<file path="src/rtl/pc_sequencer_if.sv">
// Program-counter update interface between the fetch/decode/execute sequencer
// (master) and its environment (slave): memory, register file, PSR and PC.
//
// Master inputs : instr, instr_valid, flags {C,L,F,Z,N}, rtarget, pc_in, stall
// Master outputs: fetch_req, ir, pc_en, new_adr, imm, link_we, link_data, halted
interface pc_sequencer_if #(
  parameter int unsigned WIDTH = 16
);
  logic [15:0]      instr;
  logic             instr_valid;
  logic [4:0]       flags;
  logic [WIDTH-1:0] rtarget;
  logic [WIDTH-1:0] pc_in;
  logic             stall;

  logic             fetch_req;
  logic [15:0]      ir;
  logic [1:0]       pc_en;
  logic [WIDTH-1:0] new_adr;
  logic [WIDTH-1:0] imm;
  logic             link_we;
  logic [WIDTH-1:0] link_data;
  logic             halted;

  modport master (
    input  instr, instr_valid, flags, rtarget, pc_in, stall,
    output fetch_req, ir, pc_en, new_adr, imm, link_we, link_data, halted
  );

  modport slave (
    output instr, instr_valid, flags, rtarget, pc_in, stall,
    input  fetch_req, ir, pc_en, new_adr, imm, link_we, link_data, halted
  );
endinterface

</file>
<file path="src/rtl/pc_sequencer.sv">
// Multi-cycle FETCH -> DECODE -> EXEC sequencer that drives one PC-update
// command per retired instruction.
//
// Ports:
//   clk   - system clock, rising edge
//   reset - synchronous, active-high reset
//   bus   - pc_sequencer_if.master: instruction fetch handshake, PSR flags,
//           register target, PC value, stall; PC command (pc_en/new_adr/imm),
//           link register write (link_we/link_data), halted.
//
// pc_en: 00 hold, 01 increment, 10 load new_adr, 11 add imm.
//
// Optional feature (macro PC_HALT_DETECT_EN): a taken branch-to-self
// (ir[7:0] == 0) parks the sequencer in a HALT state until reset.
module pc_sequencer #(
  parameter int unsigned WIDTH  = 16,
  parameter int unsigned DISP_W = 8
) (
  input  logic           clk,
  input  logic           reset,
  pc_sequencer_if.master bus
);

`ifdef PC_HALT_DETECT_EN
  typedef enum logic [1:0] {StFetch, StDecode, StExec, StHalt} state_e;
`else
  typedef enum logic [1:0] {StFetch, StDecode, StExec} state_e;
`endif

  typedef enum logic [1:0] {ClsOther, ClsBr, ClsJcond, ClsJal} class_e;

  localparam logic [1:0] PcHold = 2'b00;
  localparam logic [1:0] PcInc  = 2'b01;
  localparam logic [1:0] PcLoad = 2'b10;
  localparam logic [1:0] PcAdd  = 2'b11;

  state_e           state_q, state_d;
  class_e           class_q, class_d;
  logic [15:0]      ir_q, ir_d;
  logic [1:0]       pc_en_q, pc_en_d;
  logic [WIDTH-1:0] new_adr_q, new_adr_d;
  logic [WIDTH-1:0] imm_q, imm_d;
  logic             link_we_q, link_we_d;
  logic [WIDTH-1:0] link_data_q, link_data_d;
  logic             fetch_req;
  logic             cond_taken;
  logic [WIDTH-1:0] disp_sext;

  // Flag layout: {C,L,F,Z,N}; even codes test a flag, odd codes its complement.
  function automatic logic cond_met(input logic [3:0] cc, input logic [4:0] f);
    logic c, l, fl, z, n;
    c  = f[4];
    l  = f[3];
    fl = f[2];
    z  = f[1];
    n  = f[0];
    case (cc)
      4'h0:    cond_met = z;
      4'h1:    cond_met = !z;
      4'h2:    cond_met = c;
      4'h3:    cond_met = !c;
      4'h4:    cond_met = l;
      4'h5:    cond_met = !l;
      4'h6:    cond_met = n;
      4'h7:    cond_met = !n;
      4'h8:    cond_met = fl;
      4'h9:    cond_met = !fl;
      4'hA:    cond_met = !l && !z;
      4'hB:    cond_met = l || z;
      4'hC:    cond_met = !n && !z;
      4'hD:    cond_met = n || z;
      4'hE:    cond_met = 1'b1;
      default: cond_met = 1'b0;
    endcase
  endfunction

  function automatic class_e classify(input logic [15:0] i);
    classify = ClsOther;
    if (i[15:12] == 4'b1100) begin
      classify = ClsBr;
    end else if (i[15:12] == 4'b0100 && i[7:4] == 4'b1100) begin
      classify = ClsJcond;
    end else if (i[15:12] == 4'b0100 && i[7:4] == 4'b1000) begin
      classify = ClsJal;
    end
  endfunction

  assign cond_taken = cond_met(ir_q[11:8], bus.flags);
  assign disp_sext  = {{(WIDTH-DISP_W){ir_q[DISP_W-1]}}, ir_q[DISP_W-1:0]};

  always_comb begin
    state_d     = state_q;
    class_d     = class_q;
    ir_d        = ir_q;
    pc_en_d     = PcHold;
    new_adr_d   = new_adr_q;
    imm_d       = imm_q;
    link_we_d   = 1'b0;
    link_data_d = link_data_q;
    fetch_req   = 1'b0;

    case (state_q)
      StFetch: begin
        fetch_req = 1'b1;
        if (bus.instr_valid) begin
          ir_d    = bus.instr;
          state_d = StDecode;
        end
      end
      StDecode: begin
        class_d = classify(ir_q);
        state_d = StExec;
      end
      StExec: begin
        if (!bus.stall) begin
          state_d = StFetch;
          unique case (class_q)
            ClsOther: pc_en_d = PcInc;
            ClsBr: begin
              if (cond_taken) begin
`ifdef PC_HALT_DETECT_EN
                if (ir_q[DISP_W-1:0] == '0) begin
                  state_d = StHalt;
                end else begin
                  pc_en_d = PcAdd;
                  imm_d   = disp_sext;
                end
`else
                pc_en_d = PcAdd;
                imm_d   = disp_sext;
`endif
              end else begin
                pc_en_d = PcInc;
              end
            end
            ClsJcond: begin
              if (cond_taken) begin
                pc_en_d   = PcLoad;
                new_adr_d = bus.rtarget;
              end else begin
                pc_en_d = PcInc;
              end
            end
            ClsJal: begin
              pc_en_d     = PcLoad;
              new_adr_d   = bus.rtarget;
              link_we_d   = 1'b1;
              link_data_d = bus.pc_in + {{(WIDTH-1){1'b0}}, 1'b1};
            end
          endcase
        end
      end
`ifdef PC_HALT_DETECT_EN
      StHalt: begin
        state_d = StHalt;
      end
`endif
      default: state_d = StFetch;
    endcase
  end

  always_ff @(posedge clk) begin
    if (reset) begin
      state_q     <= StFetch;
      class_q     <= ClsOther;
      ir_q        <= '0;
      pc_en_q     <= PcHold;
      new_adr_q   <= '0;
      imm_q       <= '0;
      link_we_q   <= 1'b0;
      link_data_q <= '0;
    end else begin
      state_q     <= state_d;
      class_q     <= class_d;
      ir_q        <= ir_d;
      pc_en_q     <= pc_en_d;
      new_adr_q   <= new_adr_d;
      imm_q       <= imm_d;
      link_we_q   <= link_we_d;
      link_data_q <= link_data_d;
    end
  end

  assign bus.fetch_req = fetch_req;
  assign bus.ir        = ir_q;
  assign bus.pc_en     = pc_en_q;
  assign bus.new_adr   = new_adr_q;
  assign bus.imm       = imm_q;
  assign bus.link_we   = link_we_q;
  assign bus.link_data = link_data_q;
`ifdef PC_HALT_DETECT_EN
  assign bus.halted    = (state_q == StHalt);
`else
  assign bus.halted    = 1'b0;
`endif

endmodule

</file>
<file path="src/flat_wrapper.sv">
// flat-port wrapper written by rule: the top's interface ports become plain ports
module pc_sequencer_flat 
#(
  parameter int unsigned WIDTH  = 16,
  parameter int unsigned DISP_W = 8
)
  (clk, reset, bus_instr, bus_instr_valid, bus_flags, bus_rtarget, bus_pc_in, bus_stall, bus_fetch_req, bus_ir, bus_pc_en, bus_new_adr, bus_imm, bus_link_we, bus_link_data, bus_halted);
  pc_sequencer_if #(.WIDTH(WIDTH)) bus_i ();
  input  logic clk;
  input  logic reset;
  input wire logic [$bits(bus_i.instr)-1:0] bus_instr;
  input wire logic [$bits(bus_i.instr_valid)-1:0] bus_instr_valid;
  input wire logic [$bits(bus_i.flags)-1:0] bus_flags;
  input wire logic [$bits(bus_i.rtarget)-1:0] bus_rtarget;
  input wire logic [$bits(bus_i.pc_in)-1:0] bus_pc_in;
  input wire logic [$bits(bus_i.stall)-1:0] bus_stall;
  output wire logic [$bits(bus_i.fetch_req)-1:0] bus_fetch_req;
  output wire logic [$bits(bus_i.ir)-1:0] bus_ir;
  output wire logic [$bits(bus_i.pc_en)-1:0] bus_pc_en;
  output wire logic [$bits(bus_i.new_adr)-1:0] bus_new_adr;
  output wire logic [$bits(bus_i.imm)-1:0] bus_imm;
  output wire logic [$bits(bus_i.link_we)-1:0] bus_link_we;
  output wire logic [$bits(bus_i.link_data)-1:0] bus_link_data;
  output wire logic [$bits(bus_i.halted)-1:0] bus_halted;
  assign bus_i.instr = bus_instr;
  assign bus_i.instr_valid = bus_instr_valid;
  assign bus_i.flags = bus_flags;
  assign bus_i.rtarget = bus_rtarget;
  assign bus_i.pc_in = bus_pc_in;
  assign bus_i.stall = bus_stall;
  assign bus_fetch_req = bus_i.fetch_req;
  assign bus_ir = bus_i.ir;
  assign bus_pc_en = bus_i.pc_en;
  assign bus_new_adr = bus_i.new_adr;
  assign bus_imm = bus_i.imm;
  assign bus_link_we = bus_i.link_we;
  assign bus_link_data = bus_i.link_data;
  assign bus_halted = bus_i.halted;
  pc_sequencer #(.WIDTH(WIDTH), .DISP_W(DISP_W)) u_core (.clk(clk), .reset(reset), .bus(bus_i));
endmodule
</file>
<file path="config.mk">
export PLATFORM = sky130hd
export DESIGN_NAME = pc_sequencer_flat
export DESIGN_NICKNAME = d
export VERILOG_FILES = /design/src/rtl/pc_sequencer_if.sv /design/src/rtl/pc_sequencer.sv /design/src/flat_wrapper.sv
export SDC_FILE = /design/constraint.sdc
export NUM_CORES = 1
export LEC_CHECK = 0
export ABC_CLOCK_PERIOD_IN_PS = 2700
export BUFFER_PORTS_ARGS = -buffer_cell sky130_fd_sc_hd__buf_2
export CORE_ASPECT_RATIO = 1.25
export CORE_MARGIN = 2
export CORE_UTILIZATION = 30
export CTS_CLUSTER_DIAMETER = 40
export DETAILED_ROUTE_END_ITERATION = 16
export SLEW_MARGIN = 5
export SYNTH_ARGS = -nofsm -noshare
export SYNTH_HDL_FRONTEND = slang
export SYNTH_SLANG_ARGS = --single-unit
</file>
<file path="constraint.sdc">
create_clock -name clk -period 2.7 [get_ports clk]
set_input_delay 0.54 -clock clk [delete_from_list [all_inputs] [get_ports clk]]
set_output_delay 0.54 -clock clk [all_outputs]
set_load 0.005 [all_outputs]
</file>
==> flow_summary.ini <==
[route]
vias = 2642
ant_nets = 0
drt_iter0_markers = 53
drc = 0
vias_per_cell = 4.555
wirelength_um = 7079
wire_per_inst_um = 12.21
dr.pass1.iters = 4

[setup_path]
worst_setup_path_end_kind = flip-flop
startpoint = u_core.bus.ir[9]
timing.rr.start = u_core.bus.ir[9]
endpoint = u_core.bus.new_adr[1]
cp_max_fo = 16
arrival_ps = 2430
worstSetupStartpointType = flip-flop
ff2ff_setup_slack_ps = 510
rr_worst_depth = 6
critPathKind = reg2reg
required_ps = 2950
r2r-end = u_core.bus.new_adr[1]

[layout]
drive_gt1_frac = 0.3348
diodes = 0
fillers = 1021
fin_nets = 507
syn_to_final_growth_pct = 31.20

[timing]
rsz0062_at_grt = no
tns_ps = 0
fin_crit_ps = 2185
setup_violations = 0
maxSlewViolCount = 0
maxSlewHeadroom = 0.5429
setup_ws_ps = 514.7
fin_skew_ps = 7.235
max_freq_ghz = 0.4576
worst_slew_pin_slew_ps = 685.7
timing.final.hold_violations = 0
finalCritPeriodShare = 0.8094

[floorplanning]
die-area_um2 = 10860
initial_core_util = 0.3102
rows = 40
core_area_um2 = 9709
die_x_um = 93.62
io_pins = 126
fp.dieH_um = 116.0

[status]
outcome = finished, final reports clean

[yosys]
yosysWarnings = 0
ys_types = 47
syn_nets = 396
synthCells = 338
syn_area_um2 = 3012
synth-seq-cells = 63
avgSynthCellArea_um2 = 8.910
yosysSeqAreaShare = 0.4188

[place]
dp_hpwl_um = 5286
place_congestion = 0.8088
portBuffers = 124
pre_cts_slack_ps = 422.9

[global_route]
grt_usage = 0.1317
grt_max_degree = 55
grt_pass1_wl_um = 11300
grt_overflow = 0
first_global_vias = 2515
antenna_found_initial = 0

[clocking]
postCtsSetupRepairBufs = 0
cts-root-buf = clkbuf_16
cts_resized = 0
cts_buffers = 9
htree_levels = 3
clkTransAtPathRegs_ps = 60
cts_hold_buf = 0
clk_latency_ps = 330
clock_path_buffers = 2
cts_sinks = 63
cts_tree = built

[power]
power_mw = 2.290
power_leakage_nw = 1.680
p_per_area_nw_per_um2 = 579.5
vdd_drop_max_uv = 303.2

[min_path]
hp-class = in2reg

[run]
maxCapViolations = 0
-- placed cells by master, fill, tap and decap left out, types with 2 or more instances in the layout --
cell type	netlist	routed
nor2b_1	2	2
and3_1	2	2
o21ai_0	4	4
nor4b_1	2	2
nand2b_1	50	50
xor2_1	9	9
clkinv_2	0	3
or3b_2	2	2
nand2_1	43	43
dfxtp_1	63	63
nor2_1	28	28
and4_1	3	3
nand4_1	2	2
nor3_1	3	3
buf_2	1	124
and2_1	3	3
a211oi_1	14	14
nand3_1	5	5
nand3b_1	2	2
clkbuf_16	0	9
xnor2_1	4	4
mux2i_1	27	27
a21oi_1	20	20
buf_4	10	5
-- cell type report --
class                   count  area, um2  share of cell area
clock buffers              10      229.0             0.05795
repair buffers            129      658.1              0.1666
multi-input cells         245       1580              0.3999
well taps                 126      157.7             0.03990
inverters                   1      3.754           0.0009500
flip-flops and latches     63       1261              0.3192
clock inverters             6      61.31             0.01552
-- flip-flops by register name, summed over array words and instances, names as in the netlist --
| name | count |
|---|---|
| u_core.bus.link_data | 16 |
| u_core.bus.pc_en | 2 |
| u_core.bus.new_adr | 16 |
| u_core.class_q | 2 |
| u_core.bus.link_we | 1 |
| u_core.state_q | 2 |
| u_core.bus.imm | 8 |
| u_core.bus.ir | 16 |
-- kinds of logic (layout without fill, tap and decap cells) --
logic type	Yosys count	in the layout	synth area share
AO/OA/AOI/OAI	46	46	0.1022
XOR/XNOR	13	13	0.03781
adder cells (fa/ha/maj)	1	1	0.004154
buffers and inverters	30	146	0.05649
flip-flops	63	63	0.4188
multiplexers	29	29	0.1022
other	1	1	0.001245
AND/OR/NAND/NOR	155	155	0.2771
-- worst min path at each step --
stage,from,to,slack [ps],depth (start not counted)
global route,bus_instr[6],u_core.bus.ir[6],440,3
floorplan,u_core.bus.ir[14],u_core.bus.ir[14],460,2
global placement,u_core.bus.new_adr[6],u_core.bus.new_adr[6],450,2
finish,bus_pc_in[0],u_core.bus.link_data[0],440,2
CTS,bus_pc_in[0],u_core.bus.link_data[0],430,2
detailed placement,u_core.bus.new_adr[2],u_core.bus.new_adr[2],460,2
-- metal layers --
metal / GRT usage / share of wire
met1: 0.1529 / 0.44
met3: 0.05462 / 0.10
met5: 0 / 0
met4: 0.05990 / 0.019
met2: 0.2125 / 0.44
-- Yosys cell counts, drive strengths merged --
cell type | instances | area (um2)
a21oi | 21 | 108.9
and2b | 1 | 7.510
a22oi | 1 | 7.510
nor2 | 28 | 105.1
nor4 | 2 | 33.78
nand2 | 43 | 161.4
xnor2 | 4 | 35.03
and2 | 3 | 18.77
o22a | 1 | 8.760
xor2 | 9 | 78.83
buf | 14 | 110.1
nor2b | 2 | 12.51
mux2i | 27 | 270.3
or3 | 1 | 6.260
dfxtp | 63 | 1261
clkbuf | 15 | 56.30
nand3 | 5 | 25.02
a311oi | 1 | 8.760
o21ai | 4 | 20.02
and4b | 1 | 10.01
ha | 1 | 12.51
nand4 | 2 | 12.51
nor3 | 3 | 15.01
and3b | 1 | 8.760
nand2b | 50 | 312.8
mux4 | 1 | 26.28
nand3b | 2 | 15.01
o31ai | 1 | 7.510
mux2 | 1 | 11.26
and3 | 2 | 12.51
a22o | 1 | 8.760
a211oi | 16 | 137.6
inv | 1 | 3.750
or3b | 3 | 26.28
nor3b | 1 | 7.510
and4 | 3 | 26.28
nor4b | 2 | 17.52
conb | 1 | 3.750
-- report_power, final --
| part | internal (mW) | switching, mW | total [mW] |
|---|---|---|---|
| sequential | 0.948 | 0.0226 | 0.971 |
| clock | 0.710 | 0.404 | 1.11 |
| combinational | 0.100 | 0.105 | 0.205 |
| total | 1.76 | 0.531 | 2.29 |
-- worst max-delay path, cell delays in order, from the launching register on --
cell      delay (ps)
dfxtp_1          570
or3b_1           400
a211oi_2         250
nor4_2           120
a211oi_4         220
buf_4            310
mux2i_1          220
-- through the flow --
step	utilization	area (um2)	hold WS [ps]	cells
detailed placement	0.3771	3661	461.8	564
global placement	0.3771	3661	454.8	564
global route	0.4070	3951	444.1	580
floorplan	-	3012	460.9	338
CTS	0.4070	3951	430.3	580
finish	0.4070	3951	439.7	580
Note: power is estimated with default switching activity, not from simulation.
